[src/rtl/configurations_pkg.sv]
// rtl/configurations_pkg.sv - shared vector-unit sizing plus memory streamer op and state types
package configurations_pkg;

  localparam int DATA_WIDTH    = 32;
  localparam int VECTOR_LENGTH = 1024;

  typedef enum logic {
    MEM_LOAD  = 1'b0,
    MEM_STORE = 1'b1
  } mem_op_t;

  typedef enum logic [1:0] {
    IDLE  = 2'd0,
    LOAD  = 2'd1,
    STORE = 2'd2,
    DONE  = 2'd3
  } stream_state_t;

endpackage

[src/rtl/v_mem_addr_gen.sv]
// rtl/v_mem_addr_gen.sv - element index counter and byte-address generator, advanced once per granted request
module v_mem_addr_gen #(
  parameter int ADDR_WIDTH = 32,
  parameter int CNT_WIDTH  = 11,
  parameter int STRIDE     = 4
) (
  input  logic                  clk,
  input  logic                  rst_n,
  input  logic                  load,
  input  logic [ADDR_WIDTH-1:0] base,
  input  logic                  inc,
  input  logic [CNT_WIDTH-1:0]  vl,
  output logic [ADDR_WIDTH-1:0] addr,
  output logic [CNT_WIDTH-1:0]  index,
  output logic                  more,
  output logic                  last
);

  // Address arithmetic wraps modulo 2^ADDR_WIDTH by plain truncation.
  always_ff @(posedge clk or negedge rst_n) begin
    if (!rst_n) begin
      addr  <= '0;
      index <= '0;
    end else if (load) begin
      addr  <= base;
      index <= '0;
    end else if (inc) begin
      addr  <= addr + ADDR_WIDTH'(STRIDE);
      index <= index + CNT_WIDTH'(1);
    end
  end

  assign more = (index < vl);
  assign last = (index == vl - CNT_WIDTH'(1));

endmodule

[src/rtl/v_lane_mem_streamer.sv]
// rtl/v_lane_mem_streamer.sv - streams unit-stride vector loads into the lane load FIFO and drains the store FIFO to memory
module v_lane_mem_streamer #(
  parameter int DATA_WIDTH      = configurations_pkg::DATA_WIDTH,
  parameter int VECTOR_LENGTH   = configurations_pkg::VECTOR_LENGTH,
  parameter int ADDR_WIDTH      = 32,
  parameter int MAX_OUTSTANDING = 4
) (
  input  logic                                 clk,
  input  logic                                 reset,
  input  logic                                 start_i,
  input  logic                                 op_i,
  input  logic [ADDR_WIDTH-1:0]                base_addr_i,
  input  logic [$clog2(VECTOR_LENGTH):0]       vector_length_i,
  output logic                                 busy_o,
  output logic                                 done_o,
  output logic                                 error_o,
  output logic                                 mem_req_o,
  output logic                                 mem_we_o,
  output logic [ADDR_WIDTH-1:0]                mem_addr_o,
  output logic [DATA_WIDTH-1:0]                mem_wdata_o,
  input  logic                                 mem_gnt_i,
  input  logic [DATA_WIDTH-1:0]                mem_rdata_i,
  input  logic                                 mem_rvalid_i,
  output logic                                 load_fifo_we_o,
  output logic [DATA_WIDTH-1:0]                load_fifo_wdata_o,
  input  logic                                 load_fifo_almostfull_i,
  output logic                                 store_fifo_re_o,
  input  logic [DATA_WIDTH-1:0]                store_fifo_rdata_i,
  input  logic                                 store_fifo_empty_i
);
  import configurations_pkg::*;

  localparam int CW = $clog2(VECTOR_LENGTH) + 1;
  localparam int OW = $clog2(MAX_OUTSTANDING + 1);

  stream_state_t state, state_nx;
  logic [CW-1:0] vl_q, returned, popped;
  logic [OW-1:0] outstanding;
  logic          req_pending, rvalid_q, pop_pending, hold_valid, err_q;
  logic [DATA_WIDTH-1:0] rdata_q, hold_data;
  logic [ADDR_WIDTH-1:0] gen_addr;
  logic [CW-1:0] gen_index;
  logic          gen_more, gen_last;
  logic          accept, xfer, rd_gnt, rvalid_ok, err_set, load_req, store_req, slot_full;

  assign accept    = (state == IDLE) && start_i;
  assign xfer      = mem_req_o && mem_gnt_i;
  assign rd_gnt    = xfer && !mem_we_o;
  assign rvalid_ok = mem_rvalid_i && (state != IDLE) && (outstanding != '0);
  assign err_set   = mem_rvalid_i && ((state == IDLE) || (outstanding == '0));

  // A request already presented but not granted stays up even if almostfull rises.
  assign load_req  = (state == LOAD) &&
                     (req_pending || (gen_more && (outstanding < OW'(MAX_OUTSTANDING)) && !load_fifo_almostfull_i));

  // The single store slot holds either the element arriving from the FIFO this cycle or the captured one.
  assign slot_full = pop_pending || hold_valid;
  assign store_req = (state == STORE) && slot_full;

  assign store_fifo_re_o   = (state == STORE) && (popped < vl_q) && !store_fifo_empty_i && (!slot_full || xfer);
  assign mem_req_o         = load_req || store_req;
  assign mem_we_o          = store_req;
  assign mem_addr_o        = gen_addr;
  assign mem_wdata_o       = (pop_pending && !hold_valid) ? store_fifo_rdata_i : hold_data;
  assign load_fifo_we_o    = rvalid_q;
  assign load_fifo_wdata_o = rdata_q;
  assign busy_o            = (state != IDLE);
  assign done_o            = (state == DONE);
  assign error_o           = err_q;

  v_mem_addr_gen #(
    .ADDR_WIDTH (ADDR_WIDTH),
    .CNT_WIDTH  (CW),
    .STRIDE     (DATA_WIDTH / 8)
  ) u_addr_gen (
    .clk   (clk),
    .rst_n (reset),
    .load  (accept),
    .base  (base_addr_i),
    .inc   (xfer),
    .vl    (vl_q),
    .addr  (gen_addr),
    .index (gen_index),
    .more  (gen_more),
    .last  (gen_last)
  );

  always_ff @(posedge clk or negedge reset) begin
    if (!reset) state <= IDLE;
    else        state <= state_nx;
  end

  always_comb begin
    state_nx = state;
    unique case (state)
      IDLE:  if (start_i) begin
               if (vector_length_i == '0)     state_nx = DONE;
               else if (op_i == MEM_STORE)    state_nx = STORE;
               else                           state_nx = LOAD;
             end
      LOAD:  if (rvalid_q && (returned == vl_q - CW'(1))) state_nx = DONE;
      STORE: if (xfer && gen_last)                        state_nx = DONE;
      DONE:  state_nx = IDLE;
      default: state_nx = IDLE;
    endcase
  end

  always_ff @(posedge clk or negedge reset) begin
    if (!reset) begin
      vl_q        <= '0;
      returned    <= '0;
      popped      <= '0;
      outstanding <= '0;
      req_pending <= 1'b0;
      rvalid_q    <= 1'b0;
      rdata_q     <= '0;
      pop_pending <= 1'b0;
      hold_valid  <= 1'b0;
      hold_data   <= '0;
      err_q       <= 1'b0;
    end else begin
      req_pending <= load_req && !mem_gnt_i;
      rvalid_q    <= rvalid_ok;
      if (rvalid_ok) rdata_q <= mem_rdata_i;
      pop_pending <= store_fifo_re_o;
      if (store_req && xfer) begin
        hold_valid <= 1'b0;
      end else if (pop_pending) begin
        hold_valid <= 1'b1;
        hold_data  <= store_fifo_rdata_i;
      end
      if (err_set)     err_q <= 1'b1;
      else if (accept) err_q <= 1'b0;
      if (accept) begin
        vl_q        <= vector_length_i;
        returned    <= '0;
        popped      <= '0;
        outstanding <= '0;
      end else begin
        if (rvalid_q)        returned <= returned + CW'(1);
        if (store_fifo_re_o) popped   <= popped + CW'(1);
        unique case ({rd_gnt, rvalid_ok})
          2'b10:   outstanding <= outstanding + OW'(1);
          2'b01:   outstanding <= outstanding - OW'(1);
          default: outstanding <= outstanding;
        endcase
      end
    end
  end

endmodule

[config.mk]
export PLATFORM = sky130hd
export DESIGN_NAME = v_lane_mem_streamer
export DESIGN_NICKNAME = d
export VERILOG_FILES = /design/src/rtl/configurations_pkg.sv /design/src/rtl/v_mem_addr_gen.sv /design/src/rtl/v_lane_mem_streamer.sv
export SDC_FILE = /design/constraint.sdc
export NUM_CORES = 1
export LEC_CHECK = 0
export CORE_AREA = 2 2 132 134
export DETAILED_ROUTE_END_ITERATION = 10
export DIE_AREA = 0 0 134 136
export PLACE_DENSITY = 0.83
export SYNTH_ARGS = -nofsm -noshare
export SYNTH_HDL_FRONTEND = slang
export SYNTH_SLANG_ARGS = --single-unit
[constraint.sdc]
create_clock -name clk -period 3.6 [get_ports clk]
set_input_delay 0.36 -clock clk [delete_from_list [all_inputs] [get_ports clk]]
set_output_delay 0.36 -clock clk [all_outputs]
set_load 0.02 [all_outputs]
==> metrics.log <==
INFO  metric status = finished clean
INFO  metric die_height = 136 um
INFO  metric synth_flop_cell = sky130_fd_sc_hd__dfrtp_1
INFO  metric coreArea = 16880 um2
INFO  metric synth.yosys.warnings = 0
INFO  metric count_of_cell_types_in_the_netlist = 54
INFO  metric crit_arrival = 3.05 ns
INFO  metric critical_path.endpoint_type = output pin
INFO  metric holdBufCountCts = 0
INFO  metric ys_async_sr_fraction = 100.0%
INFO  metric drt_first_iter_violations = approximately 270
INFO  metric syn-cell-area = around 8100 um2
INFO  metric gp_congestion = 0.8837
INFO  metric num-fill-cells = 1308
INFO  metric avgViaCountPerCell = 5.446
INFO  metric grt_overflow = 0
INFO  metric period_minus_slack = ~3.4 ns
INFO  metric power_density = 847.7 nW/um2
INFO  metric grt_usage = 24.18%
INFO  metric wl_per_cell = 17.50 um
INFO  metric route.antenna.remaining_nets = 0
INFO  metric worstSkewPairLatency = 0.42 ns
INFO  metric count_of_flip_flops_with_a_built_in_enable_after_synthesis = 0
INFO  metric detailed_place_hpwl = roughly 15000 um
INFO  metric timing.fmax = 293.5 MHz
INFO  metric drv_slew = 0
INFO  metric drc = 0
INFO  metric critical_setup_path_class = flip-flop to output pin
INFO  metric leakage_power = 4.712 nW
INFO  metric port_buffers = 217
INFO  metric layout.nets = 1130
INFO  metric cts.htree.levels = 4
INFO  metric cts-root-buf = sky130_fd_sc_hd__clkbuf_16
INFO  metric regToRegStartpoint = vl_q[4]$_DFFE_PN0P_
INFO  metric die_w = 134 um
INFO  metric boundaryPins = 218
INFO  metric grt_pass1_wl = 34620 um
INFO  metric final_layout_size_suffix_gt1_share = between 10% and 20%
INFO  metric cts.sink_count = 150
INFO  metric drt_pre_antenna_iters = 5
INFO  metric finalCritPeriodShare = 94.63%
INFO  metric min-delay-path-class = input pin to async pin
INFO  metric cts_tree = done
INFO  metric worst_slew_margin_rel = 34.72%
INFO  metric total_design_power = 9.450 mW
INFO  metric final-setup-viol-count = 0
INFO  metric detailroute.via_count = 6649
INFO  metric setup.worst_path.start = vl_q[4]$_DFFE_PN0P_
INFO  metric number_of_global_route_vias_before_repair = 6895
INFO  metric timing.max_cap.violations = 0
INFO  metric peakVddDrop = 0.0005275 V
INFO  metric fin_setup_tns = 0 ns
INFO  metric critPathLaunchType = flip-flop
INFO  metric clock-skew-final = 0.008572 ns
INFO  metric fp-row-count = 48
INFO  metric post_cts.repair.setup_buffers = 0
INFO  metric number_of_synthesized_register_bits = 150
INFO  metric ys_seq_area_share = 46.28%
INFO  metric routed_wl = 21370 um
INFO  metric cp_data_required_time = 3.24 ns
INFO  metric synth_fp_nets = 915
INFO  metric die_ar = around 18000 um2
INFO  metric area_growth = 37.44%
INFO  metric synthesis.instances = 768
INFO  metric grt_antenna_before_repair = 0
INFO  metric clkSlewWorstSetupHoldPaths = 0.06 ns
INFO  metric antennaDiodeCount = 0
INFO  metric final_hold_viol_count = 0
INFO  metric grt_max_degree = 92
INFO  metric syn_avg_cell_area = between 10 and 15 um2
INFO  metric clock_tree.buffer_depth = 2
INFO  metric crit_path_max_fanout = 8
INFO  metric tritoncts.num_buffers = 17
INFO  metric tightest_slew = 0.9657 ns
INFO  metric initial_core_util = 48.06%
INFO  metric setup_repair_after_global_routing_missed_its_margin = no
## cells by family after synthesis
| logic type | after synthesis | synth area share, % |
|---|---|---|
| buffers and inverters | 57 | 2.746 |
| muxes | 102 | 14.07 |
| adders and majority gates | 32 | 5.029 |
| AOI/OAI and AO/OA | 99 | 7.189 |
| and+or+nand+nor | 254 | 15.50 |
| DFF | 150 | 46.28 |
| xor gates and xnor gates | 74 | 9.179 |
## critical path, stage by stage, from the launching register on
cell and delay [ns]:
sky130_fd_sc_hd__dfrtp_1 0.50, sky130_fd_sc_hd__inv_1 0.15, sky130_fd_sc_hd__ha_1 0.32, sky130_fd_sc_hd__a21oi_1 0.16, sky130_fd_sc_hd__o21ai_0 0.17, sky130_fd_sc_hd__o21ai_2 0.27
sky130_fd_sc_hd__a31oi_1 0.20, sky130_fd_sc_hd__nor2_1 0.20, sky130_fd_sc_hd__clkdlybuf4s50_1 0.66
## cells in the mapped netlist, types with 6 or more instances
library cell / count / area share, %
sky130_fd_sc_hd__clkbuf_1: 23 / 1.1
sky130_fd_sc_hd__o21ai_0: 52 / 3.2
sky130_fd_sc_hd__nand2b_1: 10 / 0.77
sky130_fd_sc_hd__nor3_1: 18 / 1.1
sky130_fd_sc_hd__nor2_1: 49 / 2.3
sky130_fd_sc_hd__nand3_1: 20 / 1.2
sky130_fd_sc_hd__mux2i_1: 6 / 0.74
sky130_fd_sc_hd__xor2_1: 26 / 2.8
sky130_fd_sc_hd__ha_1: 31 / 4.8
sky130_fd_sc_hd__and3_1: 13 / 1.0
sky130_fd_sc_hd__inv_1: 26 / 1.2
sky130_fd_sc_hd__buf_1: 6 / 0.28
sky130_fd_sc_hd__xnor2_1: 41 / 4.4
sky130_fd_sc_hd__xnor3_1: 7 / 1.9
sky130_fd_sc_hd__nand2_1: 84 / 3.9
sky130_fd_sc_hd__dfrtp_1: 150 / 46
sky130_fd_sc_hd__nor4_1: 9 / 0.69
sky130_fd_sc_hd__or3_1: 6 / 0.46
sky130_fd_sc_hd__mux2_2: 96 / 13
sky130_fd_sc_hd__a21oi_1: 15 / 0.93
sky130_fd_sc_hd__nand4_1: 22 / 1.7
## cells in the final DEF (no fill, tap or decap), types with 15 or more instances in the layout
cell	instances
sky130_fd_sc_hd__clkdlybuf4s50_1	216
sky130_fd_sc_hd__dfrtp_1	150
sky130_fd_sc_hd__mux2_2	96
sky130_fd_sc_hd__nand2_1	84
sky130_fd_sc_hd__o21ai_0	52
sky130_fd_sc_hd__nor2_1	49
sky130_fd_sc_hd__xnor2_1	41
sky130_fd_sc_hd__ha_1	31
sky130_fd_sc_hd__xor2_1	26
sky130_fd_sc_hd__inv_1	26
sky130_fd_sc_hd__nand4_1	22
sky130_fd_sc_hd__nand3_1	20
sky130_fd_sc_hd__nor3_1	18
sky130_fd_sc_hd__clkbuf_16	17
sky130_fd_sc_hd__a21oi_1	15
## final cells by class
type	instances	area [um2]	area share, %
inverters	26	97.59	0.8755
clock buffers	19	452.9	4.063
clock inverters	13	143.9	1.291
flip-flops and latches	150	3754	33.67
multi-input cells	561	4156	37.29
well taps	225	281.5	2.526
repair buffers	227	2261	20.28
## layer usage
| metal | vias to the layer above | part of all wire, % | global-route usage [%] | wire length, um |
|---|---|---|---|---|
| met5 | - | 0 | 0 | 0 |
| met4 | 0 | 3.8 | 12.41 | 808 |
| met3 | 52 | 7.5 | 7.905 | 1606 |
| met2 | 237 | 48 | 39.12 | 10240 |
| met1 | 3224 | 41 | 28.97 | 8722 |
| li1 | 3136 | - | - | - |
## where the power goes
group	internal (mW)	switching, mW	leakage, nW
registers	2.37	0.570	1.87
logic	2.36	2.35	2.54
clock network	1.07	0.734	0.295
total	5.80	3.65	4.71
## sequential cells by signal (all words and copies together), names as in the netlist
signal and count:
u_addr_gen.index 11, vl_q 11, popped 11, state 2, req_pending 1, outstanding 3, hold_data 32, hold_valid 1
pop_pending 1, load_fifo_wdata_o 32, load_fifo_we_o 1, returned 11, u_addr_gen.addr 32, error_o 1
## metrics by stage
stage               hold slack (ns)  worst slack (ns)  area (um2)  cells  utilization, %
global route                0.08530          0.001155       11150   1221           66.05
CTS                         0.05376           0.09658       11140   1221           66.03
detailed placement           0.4657            0.4869       10550   1189           62.49
floorplan                   0.06441            0.8518        8110    768               -
finish                      0.01079            0.1934       11150   1221           66.05
global placement             0.4517            0.6634       10550   1189           62.49
## path summary, 6_finish.rpt
check / slack (ns) / depth (start not counted) / to
max in group asynchronous: 2.77 / 2 / hold_data[23]$_DFFE_PN0P_
min in group clk: 0.47 / 3 / u_addr_gen.addr[1]$_DFFE_PN0P_
setup / recovery: 0.19 / 8 / store_fifo_re_o
hold reg to reg: 0.48 / 2 / u_addr_gen.addr[1]$_DFFE_PN0P_
hold / removal: 0.01 / 1 / vl_q[7]$_DFFE_PN0P_
setup reg to reg: 0.53 / 12 / outstanding[2]$_DFFE_PN0P_
## timing repair
item	CTS	global route
resized for setup	0	1
setup endpoints to repair	0	1
endpoints found under the hold margin	0	0
(Power assumes the default switching activity.)
